--- config.mk ---
export PLATFORM = sky130hd
export DESIGN_NAME = cdb_arbiter
export DESIGN_NICKNAME = d
export VERILOG_FILES = /design/src/rtl/cdb_arbiter.sv
export SDC_FILE = /design/constraint.sdc
export NUM_CORES = 1
export LEC_CHECK = 0
export BUFFER_PORTS_ARGS = -buffer_cell sky130_fd_sc_hd__buf_2
export CAP_MARGIN = 20
export CORE_AREA = 2 2 88 132
export CTS_BUF_LIST = sky130_fd_sc_hd__clkbuf_16
export DETAILED_ROUTE_END_ITERATION = 10
export DIE_AREA = 0 0 90 134
export PLACE_DENSITY = 0.56
export RECOVER_POWER = 100
export REMOVE_ABC_BUFFERS = 1
export SYNTH_ARGS = -nofsm -noshare
export SYNTH_HDL_FRONTEND = slang
export SYNTH_SLANG_ARGS = --single-unit
--- constraint.sdc ---
create_clock -name clk -period 3.4 [get_ports clk]
set_input_delay 0.17 -clock clk [delete_from_list [all_inputs] [get_ports clk]]
set_output_delay 0.17 -clock clk [all_outputs]
set_load 0.02 [all_outputs]
--- src/rtl/cdb_arbiter.sv ---
// Producer side of the common data bus: one result slot per functional unit,
// round-robin (or fixed-priority) selection, one registered broadcast per cycle.
module cdb_arbiter #(
   parameter int NUM_SRC = 3,
   parameter int RR_EN   = 1
) (
   input  logic                  clk,
   input  logic                  rst_n,
   input  logic                  flush,
   input  logic [NUM_SRC-1:0]    src_valid,
   input  logic [NUM_SRC*16-1:0] src_data,
   input  logic [NUM_SRC*3-1:0]  src_tag,
   output logic [NUM_SRC-1:0]    src_ready,
   output logic [19:0]           cdb_out,
   output logic                  busy
);

   localparam int          PW   = (NUM_SRC > 1) ? $clog2(NUM_SRC) : 1;
   localparam logic [PW:0] NSRC = (PW+1)'(NUM_SRC);
   localparam logic [PW-1:0] LAST = PW'(NUM_SRC - 1);

   logic          r_full [NUM_SRC];
   logic [15:0]   r_data [NUM_SRC];
   logic [2:0]    r_tag  [NUM_SRC];
   logic [PW-1:0] r_rr_ptr;
   logic [19:0]   r_cdb;

   logic               w_gnt_any;
   logic [PW-1:0]      w_gnt_idx;
   logic [PW-1:0]      w_base;
   logic [PW:0]        w_scan;
   logic [PW-1:0]      w_next_ptr;
   logic [NUM_SRC-1:0] w_gnt;
   logic [NUM_SRC-1:0] w_accept;
   logic               w_busy;

   // Scan slots starting at the base index, wrapping; first full slot wins.
   always_comb begin
      w_base    = (RR_EN != 0) ? r_rr_ptr : '0;
      w_gnt_any = 1'b0;
      w_gnt_idx = '0;
      w_scan    = '0;
      for (int k = 0; k < NUM_SRC; k++) begin
         w_scan = {1'b0, w_base} + (PW+1)'(k);
         if (w_scan >= NSRC) begin
            w_scan = w_scan - NSRC;
         end
         if (!w_gnt_any && r_full[w_scan[PW-1:0]]) begin
            w_gnt_any = 1'b1;
            w_gnt_idx = w_scan[PW-1:0];
         end
      end
   end

   assign w_next_ptr = (w_gnt_idx == LAST) ? '0 : w_gnt_idx + 1'b1;

   always_comb begin
      w_busy = 1'b0;
      for (int k = 0; k < NUM_SRC; k++) begin
         w_busy = w_busy | r_full[k];
      end
   end

   genvar gi;
   generate
      for (gi = 0; gi < NUM_SRC; gi++) begin : g_slot
         assign w_gnt[gi]     = w_gnt_any && (w_gnt_idx == PW'(gi));
         // A slot being drained this cycle can be refilled at the same edge.
         assign src_ready[gi] = !flush && (!r_full[gi] || w_gnt[gi]);
         assign w_accept[gi]  = src_valid[gi] && src_ready[gi];

         always_ff @(posedge clk or negedge rst_n) begin
            if (!rst_n) begin
               r_full[gi] <= 1'b0;
               r_data[gi] <= '0;
               r_tag[gi]  <= '0;
            end else if (flush) begin
               r_full[gi] <= 1'b0;
            end else if (w_accept[gi]) begin
               r_full[gi] <= 1'b1;
               r_data[gi] <= src_data[gi*16 +: 16];
               r_tag[gi]  <= src_tag[gi*3 +: 3];
            end else if (w_gnt[gi]) begin
               r_full[gi] <= 1'b0;
            end
         end
      end
   endgenerate

   always_ff @(posedge clk or negedge rst_n) begin
      if (!rst_n) begin
         r_cdb    <= '0;
         r_rr_ptr <= '0;
      end else if (flush) begin
         r_cdb[19] <= 1'b0;
         r_rr_ptr  <= '0;
      end else if (w_gnt_any) begin
         r_cdb    <= {1'b1, r_data[w_gnt_idx], r_tag[w_gnt_idx]};
         r_rr_ptr <= w_next_ptr;
      end else begin
         r_cdb[19] <= 1'b0;
      end
   end

   assign cdb_out = r_cdb;
   assign busy    = w_busy;

endmodule

==> metrics.md, run 1 <==
| Metric | Value |
|---|---|
| Core area | ~0.011 mm² |
| FMAX | 315.6 MHz |
| # setup viols final | 0 |
| # diodes | 0 |
| Startpoint types | flip-flop |
| Worst slew pin tran | ~1600 ps |
| WL final | 9614 µm |
| Top FF cell, synth | dfrtp_1 |
| Layout area overhead | 17.31% |
| RSZ-0062 raised after global routing | no |
| Max-cap violation count | 1 |
| First-pass GRT wire length | around 16,000 µm |
| DP Area | 0.004559 mm² |
| CTS Root Cell | clkbuf_16 |
| CTS Buf Count | 9 |
| Post-Synthesis Cells | 330 |
| Final Instance Area | around 0.0048 mm² |
| Clock Pin Slew Worst Setup and Hold Paths | around 60 ps |
| Fillcell total | 1,112 |
| Avg Synthesized Cell Area | 12.33 µm² |
| Register area | 0.002052 mm² |
| Launching point of the worst reg2reg path | r_rr_ptr[0]$_DFFE_PN0P_ |
| Pint | 0.002706 W |
| # IOs | 87 |
| Critical R2R Capture | r_data[19]$_DFFE_PN0P_ |
| Final hold viol count | 0 |
| Simple-gate share of the synthesized area | under 10% |
| Post-DP HPWL | 6512 µm |
| Initial antenna violation count | 0 |
| Initial core utilization | 37.20% |
| Worst VDD drop | 0.4093 mV |
| Crit path max fanout | 19 |
| Clock Power Share | between 20 and 30% |
| Drt drc | 0 |
| PD cells | 883.3 mW/mm² |
| Synth Warn # | 0 |
| Vias in the first global route | 3,014 |
| Vias per inst | ~5 |
| Netlist Area Pre-Place | around 0.004 mm² |
| Netlist cell types | 47 |
| Xor/xnor share of the synthesized area | 0% |
| Yosys reg bits | 82 |
| Gate power share | 36.8% |
| Grt ovf | 0 |
| Post-synthesis mux area share | between 15 and 20% |
| FFs w/ async S/R, synth | 100.0% |
| CP required | 3610 ps |
| Largest net degree at the start of global routing | 83 |
| Antenna Nets Post-Route | 0 |
| Share of layout cells above drive strength 1 | 30.53% |
| Wire per inst | about 17 µm |
| Clock sinks | 82 |
| Die area | 0.01206 mm² |
| Area occupied by multi-input gates | 0.001708 mm² |
| Period utilization | 93.20% |
| Largest family of logic cells by synthesized area | multiplexers |
| Switch share | 35.82% |
| # port buffers | 86 |
| Register area share after synthesis | between 50% and 60% |
| Critical path class | flip-flop to flip-flop |
| Final worst path period need | between 3000 and 4000 ps |
| Synth Area in Adders | 1.230% |
| P_leak | just over 2 nW |
| Compound-cell area share of the yosys netlist | 15.44% |
| Slew HR | -3.570% |
| Site Rows | 47 |
| Nets | 478 |
| Crit path arrival time | 3380 ps |
| Violated checks | max-capacitance violations, max-slew violations |
| Post-Route Skew | 7.714 ps |
| Worst skew pair latency | 330 ps |
| First-pass DRT Iterations | 5 |
| Depth of the CTS H-tree | 3 |
| Status | finished with violations |
| Hold EP | r_data[12]$_DFFE_PN0P_ |
| Setup TNS | 0 ps |
| DRT iter0 DRCs | 187 |
| Sequential share of power | 37.4% |
| CP Capture Type | flip-flop |
| Die height | 134 µm |
| RePlAce Congestion | ~0.85 |
| Hold Path Stages | 2 |
| Max Transition Viols Final | 64 |
| Register-to-register setup slack | 230 ps |
| Hold wc startpoint | src_data[44] |
| Number of enable flip-flop cells after synthesis | 0 |
| CTS tree | done |
| Die X | 90 µm |
| Reg2reg path depth | 8 |
| Hold crit path type | input pin to flip-flop |
| Clk buf depth | 2 |
| GRT Overall Usage | 16.79% |
| Switching pwr | 0.001510 W |
| DR vias | 2,829 |
-- layout make-up --
class                   instances  area share, %
well taps                     147          3.853
flip-flops and latches         82          42.99
inverters                       8         0.6291
clock inverters                 7          2.307
multi-input cells             215          35.78
clock buffers                   9          4.718
repair buffers                 95          9.725
-- cell usage after synthesis (7+ instances only) --
cell | count | share of area (%)
buf_6 | 7 | 1.9
a21boi_0 | 19 | 3.5
mux2_2 | 29 | 8.0
nand2_1 | 23 | 2.1
mux2_4 | 29 | 11
dfrtp_1 | 82 | 50
a211oi_1 | 19 | 3.5
o31ai_1 | 19 | 3.5
inv_1 | 8 | 0.74
clkbuf_1 | 7 | 0.65
a21oi_1 | 10 | 1.2
nor2_1 | 22 | 2.0
-- power groups by stage --
stage / combinational (W) / sequential (W) / clock, W
after floorplan: 0.00108 / 0.00166 / 0
after global placement: 0.00165 / 0.00160 / 0
after detailed placement: 0.00169 / 0.00160 / 0
after CTS: 0.00169 / 0.00159 / 0.00111
after global routing: 0.00171 / 0.00163 / 0.00115
final: 0.00155 / 0.00158 / 0.00109
-- metrics by stage --
step                      hold slack (ps)  power (W)  setup slack, ps  instances  util, %
after floorplan                    -125.6   0.002745            182.2        305        -
after global placement              402.9   0.003253            399.1        545    41.68
after detailed placement            405.1   0.003294            374.7        545    41.68
after CTS                           57.29   0.004392            56.07        561    44.75
after global routing                46.75   0.004487            19.59        563    43.64
final                               53.98   0.004216            231.2        563    43.64
-- layer usage --
layer	GRT usage, %	share of wire [%]	vias to the layer above
met3	2.472	3.3	13
met5	0	0	-
met1	20.03	42	1407
li1	-	-	1338
met2	30.28	53	71
met4	6.838	1.7	0
-- critical path, cell delays in order (launching register included) --
cell and delay, ps:
dfrtp_1 400, inv_1 80, ha_1 470, or4_1 570, a31o_1 240, o2bb2ai_1 230, a21oi_4 190, buf_2 470
mux2_2 400
-- layout by cell type (no fill, tap or decap), types with 3 or more instances in the layout --
cell        n
dfrtp_1    82
buf_2      63
mux2_2     29
mux2_1     25
nand2_1    23
clkbuf_1   23
nor2_1     21
a21boi_0   19
a211oi_1   19
o31ai_1    19
inv_1      10
a21oi_1    10
clkbuf_16   9
mux2_4      5
ha_1        4
buf_4       4
nor2b_1     3
nand2b_1    3
bufinv_16   3
clkbuf_2    3
-- logic make-up after synthesis --
kind of cell / after synthesis
AOI/OAI and AO/OA: 82
adders and majority gates: 4
muxes: 61
DFF: 82
buffers and inverters: 33
and+or+nand+nor: 68
-- registers in the layout, summed over array words and instances, names as in the netlist --
| signal | flops |
|---|---|
| r_tag | 9 |
| cdb_out | 20 |
| r_full | 3 |
| r_data | 48 |
| r_rr_ptr | 2 |
-- what timing repair did --
| action | in CTS | in global routing |
|---|---|---|
| setup endpoints to repair | 0 | 1 |
| hold endpoints to repair | 0 | 19 |
| gates resized for setup | 0 | 1 |
| setup buffers | 0 | 0 |
| hold buffers | 0 | 1 |
-- worst max path at each step --
stage	start	to	slack, ps	cells after the start
6_report	r_rr_ptr[0]$_DFFE_PN0P_	r_data[19]$_DFFE_PN0P_	230	8
5_1_grt	r_rr_ptr[0]$_DFFE_PN0P_	src_ready[0]	20	9
4_1_cts	r_rr_ptr[0]$_DFFE_PN0P_	src_ready[0]	60	10
3_5_place_dp	r_rr_ptr[0]$_DFFE_PN0P_	r_tag[6]$_DFFE_PN0P_	370	9
3_3_place_gp	r_rr_ptr[1]$_DFFE_PN0P_	r_tag[7]$_DFFE_PN0P_	400	9
2_1_floorplan	r_rr_ptr[1]$_DFFE_PN0P_	r_data[32]$_DFFE_PN0P_	180	8
No activity file was read; power rests on OpenSTA's default activity.
==> run 2, diff against run 1 <==
--- a/config.mk
+++ b/config.mk
@@ -11,7 +11,7 @@
 export CTS_BUF_LIST = sky130_fd_sc_hd__clkbuf_16
 export DETAILED_ROUTE_END_ITERATION = 10
 export DIE_AREA = 0 0 90 134
-export PLACE_DENSITY = 0.56
+export PLACE_DENSITY = 0.58
 export RECOVER_POWER = 100
 export REMOVE_ABC_BUFFERS = 1
 export SYNTH_ARGS = -nofsm -noshare
==> constraint.sdc (replaced) <==
create_clock -name clk -period 2.55 [get_ports clk]
set_input_delay 0.1275 -clock clk [delete_from_list [all_inputs] [get_ports clk]]
set_output_delay 0.1275 -clock clk [all_outputs]
set_load 0.02 [all_outputs]
==> run 2 against run 1 <==
The flow finishes with violations (negative setup slack); non-clock buffer count rose by 40; flip-flop and latch count is the same; power increased by 59%; routed wire length grew 14%; register-to-register slack worse by 290 ps; clock skew increased by 1.9 ps; via count increased by 7.1%; sequential power increased by 35%; die area unchanged; first-iteration DRC count rose by 15%.
==> metrics.md, run 2 (same netlist as run 1, synthesis figures left out) <==
| Metric | Value |
|---|---|
| CTS tree | done (unchanged) |
| Critical path class | flip-flop to flip-flop (unchanged) |
| Post-Route Skew | 9.589 ps (was 7.714 ps) |
| GRT Overall Usage | 18.43% (was 16.79%) |
| Commonest non-fill, non-tap cell in the layout | dfrtp_1 (unchanged) |
| Crit path max fanout | 7 (was 19) |
| Antenna Nets Post-Route | 0 (unchanged) |
| Share of layout cells above drive strength 1 | 51.21% (was 30.53%) |
| Die X | 90 µm (unchanged) |
| CTS Root Cell | clkbuf_16 (unchanged) |
| Met2 Track Usage GR | 31.95% (was 30.28%) |
| P_leak | 2.497 nW (was 2.080 nW) |
| # setup viols final | 21 (was 0) |
| Core area | 0.01094 mm² (unchanged) |
| RePlAce Congestion | 0.8355 (was 0.8494) |
| WHS | 15.90 ps (was 53.98 ps) |
| PnR worst setup slack | -58.45 ps (was 231.2 ps) |
| Grt ovf | 0 (unchanged) |
| CP required | 2760 ps (was 3610 ps) |
| RSZ-0062 raised after global routing | yes (was no) |
| Violated checks | negative setup slack (was max-capacitance violations, max-slew violations) |
| DRT iter0 DRCs | 215 (was 187) |
| Met1 GRT Util | 22.66% (was 20.03%) |
| Crit path arrival time | 2820 ps (was 3380 ps) |
| # port buffers | 86 (unchanged) |
| Initial core utilization | 37.20% (unchanged) |
| Final Instance Area | 0.005574 mm² (was 0.004773 mm²) |
| Wire per inst | 18.13 µm (was 17.08 µm) |
| Slew HR | 19.96% (was -3.570%) |
| Vias per inst | 5.033 (was 5.025) |
| Final worst path period need | 2608 ps (was 3169 ps) |
| Clk buf depth | 2 (unchanged) |
| DR vias | 3,030 (was 2,829) |
| Max Transition Viols Final | 0 (was 64) |
| First-pass DRT Iterations | 4 (was 5) |
| Max-cap violation count | 0 (was 1) |
| Vias in the first global route | 3,303 (was 3,014) |
| Layout area overhead | 36.99% (was 17.31%) |
| WL final | 10,910 µm (was 9614 µm) |
| Worst slew pin tran | 1201 ps (was 1554 ps) |
| # diodes | 0 (unchanged) |
| Busiest metal layer after global routing | met2 (unchanged) |
| Post-DP HPWL | 7619 µm (was 6512 µm) |
| First-pass GRT wire length | 17,390 µm (was 15,790 µm) |
| Commonest non-fill, non-tap cells in the layout | dfrtp_1, buf_2, mux2_4, buf_4, nand2_1 (was dfrtp_1, buf_2, mux2_2, mux2_1) |
| Final hold viol count | 0 (unchanged) |
| CP Capture Type | flip-flop (unchanged) |
| Worst VDD drop | 0.4467 mV (was 0.4093 mV) |
| Hold crit path type | input pin to flip-flop (unchanged) |
| CTS Buf Count | 9 (unchanged) |
| Die height | 134 µm (unchanged) |
| Startpoint types | flip-flop (unchanged) |
| PD cells | 1206 mW/mm² (was 883.3 mW/mm²) |
| Most flop-heavy register | r_data (unchanged) |
| Total power | 0.006723 W (was 0.004216 W) |
| DP Area | 0.004810 mm² (was 0.004559 mm²) |
| GR Layer Usage met3 | 2.753% (was 2.472%) |
| Period utilization | 102.3% (was 93.20%) |
| Number of flip-flops under the largest register name | 48 (unchanged) |
| Nets | 518 (was 478) |
| Clock sinks | 82 (unchanged) |
| Register-to-register setup slack | -60 ps (was 230 ps) |
| FMAX | 383.4 MHz (was 315.6 MHz) |
| Status | finished with violations (unchanged) |
| Die area | 0.01206 mm² (unchanged) |
| Largest net degree at the start of global routing | 48 (was 83) |
| Clock Pin Slew Worst Setup and Hold Paths | 60 ps (about the same) |
| # IOs | 87 (unchanged) |
| Worst skew pair latency | 340 ps (was 330 ps) |
| Drt drc | 0 (unchanged) |
| Depth of the CTS H-tree | 3 (unchanged) |
| Initial antenna violation count | 0 (unchanged) |
| Dpl ws | -134.3 ps (was 374.7 ps) |
| Site Rows | 47 (unchanged) |
run 2: worst paths after layout:
kind | to | cells after the start | startpoint
min in group asynchronous | r_data[32]$_DFFE_PN0P_ | 2 | rst_n
hold reg to reg | cdb_out[6]$_DFFE_PN0P_ | 2 | cdb_out[6]$_DFFE_PN0P_
max in group asynchronous | cdb_out[5]$_DFFE_PN0P_ | 3 | rst_n
hold / removal | r_data[12]$_DFFE_PN0P_ | 2 | src_data[44]
setup reg to reg | r_data[46]$_DFFE_PN0P_ | 11 | r_rr_ptr[0]$_DFFE_PN0P_
setup / recovery | r_data[46]$_DFFE_PN0P_ | 11 | r_rr_ptr[0]$_DFFE_PN0P_
run 2: per-stage QoR:
stage	utilization, %	instances	TNS [ps]
final	50.96	602	-783.9
after global routing	50.96	602	-3056
after CTS	48.84	599	-50.72
after detailed placement	43.97	575	-3344
after global placement	43.97	575	-1955
after floorplan	-	305	-36050
run 2: per-layer routing:
metal  routed length (µm)  share of wire [%]
met1                 4617                 42
met2                 5709                 52
met3                  381                3.5
met4                  204                1.9
met5                    0                  0
run 2: repair_timing:
action | CTS | global route
pin swaps | 7 | 13
hold buffers | 1 | 0
gates cloned | 1 | 0
setup buffers | 7 | 3
endpoints found under the hold margin | 45 | 0
endpoints found under the setup margin | 62 | 79
resized for setup | 36 | 62
run 2: cell type report:
class | instances | area (µm²)
sequential | 82 | 2053
timing repair buffer | 135 | 872.1
fill | 1013 | 5364
clock inverter | 6 | 83.83
tap | 147 | 183.9
clock buffer | 9 | 225.2
inverter | 8 | 30.03
multi-input combinational | 215 | 2126
run 2: critical path, cell delays in order (launching register included):
cell and delay [ps]:
dfrtp_1 410, buf_6 130, ha_4 170, buf_6 130
and2b_1 200, o22ai_2 70, o32ai_2 180, buf_4 170
o32a_1 180, nor3b_4 320, buf_6 210, mux2_4 310
run 2: power breakdown:
part,total (W),switching (W),internal [W]
clock network,0.00136,0.000511,0.000847
logic,0.00323,0.00158,0.00165
registers,0.00214,0.000331,0.00181
==> run 3, diff against run 2 <==
--- a/config.mk
+++ b/config.mk
@@ -7,11 +7,11 @@
 export LEC_CHECK = 0
 export BUFFER_PORTS_ARGS = -buffer_cell sky130_fd_sc_hd__buf_2
 export CAP_MARGIN = 20
-export CORE_AREA = 2 2 88 132
+export CORE_AREA = 2 2 81 122
 export CTS_BUF_LIST = sky130_fd_sc_hd__clkbuf_16
 export DETAILED_ROUTE_END_ITERATION = 10
-export DIE_AREA = 0 0 90 134
-export PLACE_DENSITY = 0.58
+export DIE_AREA = 0 0 83 124
+export PLACE_DENSITY = 0.67
 export RECOVER_POWER = 100
 export REMOVE_ABC_BUFFERS = 1
 export SYNTH_ARGS = -nofsm -noshare
==> run 3 against run 2 <==
The flow still finishes with violations (negative setup slack); routed wire length is 4.4% lower; count of clock-buffer cells in the layout is the same; clock skew shrank 5.1 ps; register-to-register slack got worse by 30 ps; die area is 15% lower; sequential power about the same; clock power shrank 11%; critical path type unchanged.
==> metrics.md, run 3 (same netlist as run 1, synthesis figures left out) <==
| Metric | Value |
|---|---|
| Final worst path period need | 2638 ps (was 2608 ps) |
| First-pass GRT wire length | 15,990 µm (was 17,390 µm) |
| Period utilization | 103.5% (was 102.3%) |
| Depth of the CTS H-tree | 3 (unchanged) |
| Vias in the first global route | 3,213 (was 3,303) |
| DRT iter0 DRCs | 143 (was 215) |
| Max Transition Viols Final | 0 (unchanged) |
| Initial antenna violation count | 0 (unchanged) |
| Post-DP HPWL | 6522 µm (was 7619 µm) |
| Commonest non-fill, non-tap cell in the layout | dfrtp_1 (unchanged) |
| Crit path arrival time | 2860 ps (was 2820 ps) |
| Die X | 83 µm (was 90 µm) |
| DR vias | 3,055 (was 3,030) |
| Largest net degree at the start of global routing | 83 (was 48) |
| RePlAce Congestion | 0.8435 (was 0.8355) |
| WL final | 10,440 µm (was 10,910 µm) |
| Hold crit path type | input pin to flip-flop (unchanged) |
| P_leak | 2.409 nW (was 2.497 nW) |
| CP required | 2770 ps (was 2760 ps) |
| FMAX | 379.1 MHz (was 383.4 MHz) |
| Most flop-heavy register | r_data (unchanged) |
| Clock sinks | 82 (unchanged) |
| CTS Root Cell | clkbuf_16 (unchanged) |
| # IOs | 87 (unchanged) |
| Worst-path cell chain | inv_2, ha_4, buf_6, and2b_1, o22ai_2, o32ai_4, or2_1, buf_4, a21oi_4, buf_12, buf_12, mux2_2 (was buf_6, ha_4, buf_6, and2b_1, o22ai_2, o32ai_2, buf_4, o32a_1, nor3b_4, buf_6, mux2_4) |
| CTS tree | done (unchanged) |
| Slew HR | 26.93% (was 19.96%) |
| # diodes | 0 (unchanged) |
| # setup viols final | 43 (was 21) |
| Commonest non-fill, non-tap cells in the layout | dfrtp_1, buf_2, mux2_4, buf_4, nand2_1 (unchanged) |
| Vias per inst | 5.446 (was 5.033) |
| Core area | 0.009200 mm² (was 0.01094 mm²) |
| Post-Route Skew | 4.502 ps (was 9.589 ps) |
| Wire length on met3 | 414 µm (was 381 µm) |
| Nets | 511 (was 518) |
| Worst VDD drop | 0.6542 mV (was 0.4467 mV) |
| CTS Buf Count | 9 (unchanged) |
| # port buffers | 86 (unchanged) |
| Wire per inst | 18.60 µm (was 18.13 µm) |
| Worst slew pin tran | 1096 ps (was 1201 ps) |
| Die area | 0.01029 mm² (was 0.01206 mm²) |
| Met1 wire length | 4286 µm (was 4617 µm) |
| Clock Pin Slew Worst Setup and Hold Paths | 60 ps (about the same) |
| PD cells | 1173 mW/mm² (was 1206 mW/mm²) |
| Site Rows | 43 (was 47) |
| Share of layout cells above drive strength 1 | 45.21% (was 51.21%) |
| Startpoint types | flip-flop (unchanged) |
| Final core utilization | 58.38% (was 50.96%) |
| Setup TNS | -2133 ps (was -783.9 ps) |
| Crit path max fanout | 8 (was 7) |
| Met2 routed WL | 5481 µm (was 5709 µm) |
| Antenna Nets Post-Route | 0 (unchanged) |
| Worst skew pair latency | 330 ps (was 340 ps) |
| Worst path max stage delay | 430 ps (was 410 ps) |
| Violated checks | negative setup slack (unchanged) |
| PnR worst setup slack | -88.08 ps (was -58.45 ps) |
| First-pass DRT Iterations | 4 (unchanged) |
| CP most frequent cell | buf_12 (was buf_6) |
| CP Capture Type | flip-flop (unchanged) |
| Drt drc | 0 (unchanged) |
| Max-cap violation count | 0 (unchanged) |
| Fillcell total | 766 (was 1,013) |
| Number of flip-flops under the largest register name | 48 (unchanged) |
| Layout area overhead | 32.01% (was 36.99%) |
| Initial core utilization | 44.23% (was 37.20%) |
| Grt ovf | 0 (unchanged) |
| Critical path class | flip-flop to flip-flop (unchanged) |
| Slowest CP cell | dfrtp_1 (unchanged) |
| Top layer in use | met4 (unchanged) |
| Final Instance Area | 0.005371 mm² (was 0.005574 mm²) |
| RSZ-0062 raised after global routing | yes (unchanged) |
| Clk buf depth | 2 (unchanged) |
| GRT Overall Usage | 20.27% (was 18.43%) |
| Status | finished with violations (unchanged) |
| Final hold viol count | 0 (unchanged) |
| Die height | 124 µm (was 134 µm) |
| DP Area | 0.004733 mm² (was 0.004810 mm²) |
[run 3: cell count changes in the layout (fill, tap and decap cells not counted), sizes merged]
cell,previous run,this run
buf,110,103
clkinv,2,4
bufinv,2,1
clkinvlp,1,0
inv,9,10
[run 3: cell type report]
type,count,area [µm²],area share [%]
multi-input cells,215,1976,36.78
flip-flops and latches,82,2052,38.20
clock inverters,7,52.55,0.9783
repair buffers,128,895.9,16.68
clock buffers,9,225.2,4.193
inverters,8,30.03,0.5590
well taps,112,140.1,2.609
[run 3: worst max-delay path: cells and delay by family, from the launching register on]
kind,cells,cell delay (ps)
buffers and inverters,5,630
AOI/OAI and AO/OA,3,440
DFF,1,430
muxes,1,340
and+or+nand+nor,2,450
adders and majority gates,1,210
[run 3: routing by layer]
metal	GRT usage (%)	up-vias
li1	-	1416
met1	23.07	1531
met2	37.00	87
met3	3.579	21
met4	9.529	0
met5	0	-
[run 3: metrics by stage]
step	total power, W	std cells	hold slack (ps)	worst slack (ps)
4_1_cts	0.006133	556	10.04	-35.84
5_1_grt	0.006640	561	21.18	-176.2
2_1_floorplan	0.003660	305	-168.1	-667.8
3_5_place_dp	0.004642	529	362.3	-173.5
6_report	0.006303	561	22.89	-88.08
3_3_place_gp	0.004567	529	360.0	-91.29
[run 3: power breakdown]
part           total [W]  internal, W  switching, W
logic            0.00298      0.00149       0.00149
registers        0.00211      0.00180      0.000309
clock network    0.00121     0.000737      0.000477
total            0.00630      0.00403       0.00228
[run 3: final timing paths]
check                                         from                 endpoint  slack (ps)  cells after the start
max in group asynchronous                    rst_n  cdb_out[16]$_DFFE_PN0P_         530                      3
min reg2reg                 cdb_out[5]$_DFFE_PN0P_   cdb_out[5]$_DFFE_PN0P_         480                      2
min in group asynchronous                    rst_n   cdb_out[5]$_DFFE_PN0P_         520                      2
min                                   src_data[39]    r_data[7]$_DFFE_PN0P_          20                      2
max reg2reg                r_rr_ptr[1]$_DFFE_PN0P_    r_data[3]$_DFFE_PN0P_         -90                     12
max                        r_rr_ptr[1]$_DFFE_PN0P_    r_data[3]$_DFFE_PN0P_         -90                     12
[run 3: timing repair]
action                                 4_1_cts  5_1_grt
cloned                                       2        1
hold buffers                                 0        1
endpoints found under the hold margin        0       20
resized for setup                           24       25
setup buffers                                9        2
pin swaps                                    6       11
setup endpoints to repair                   61       78
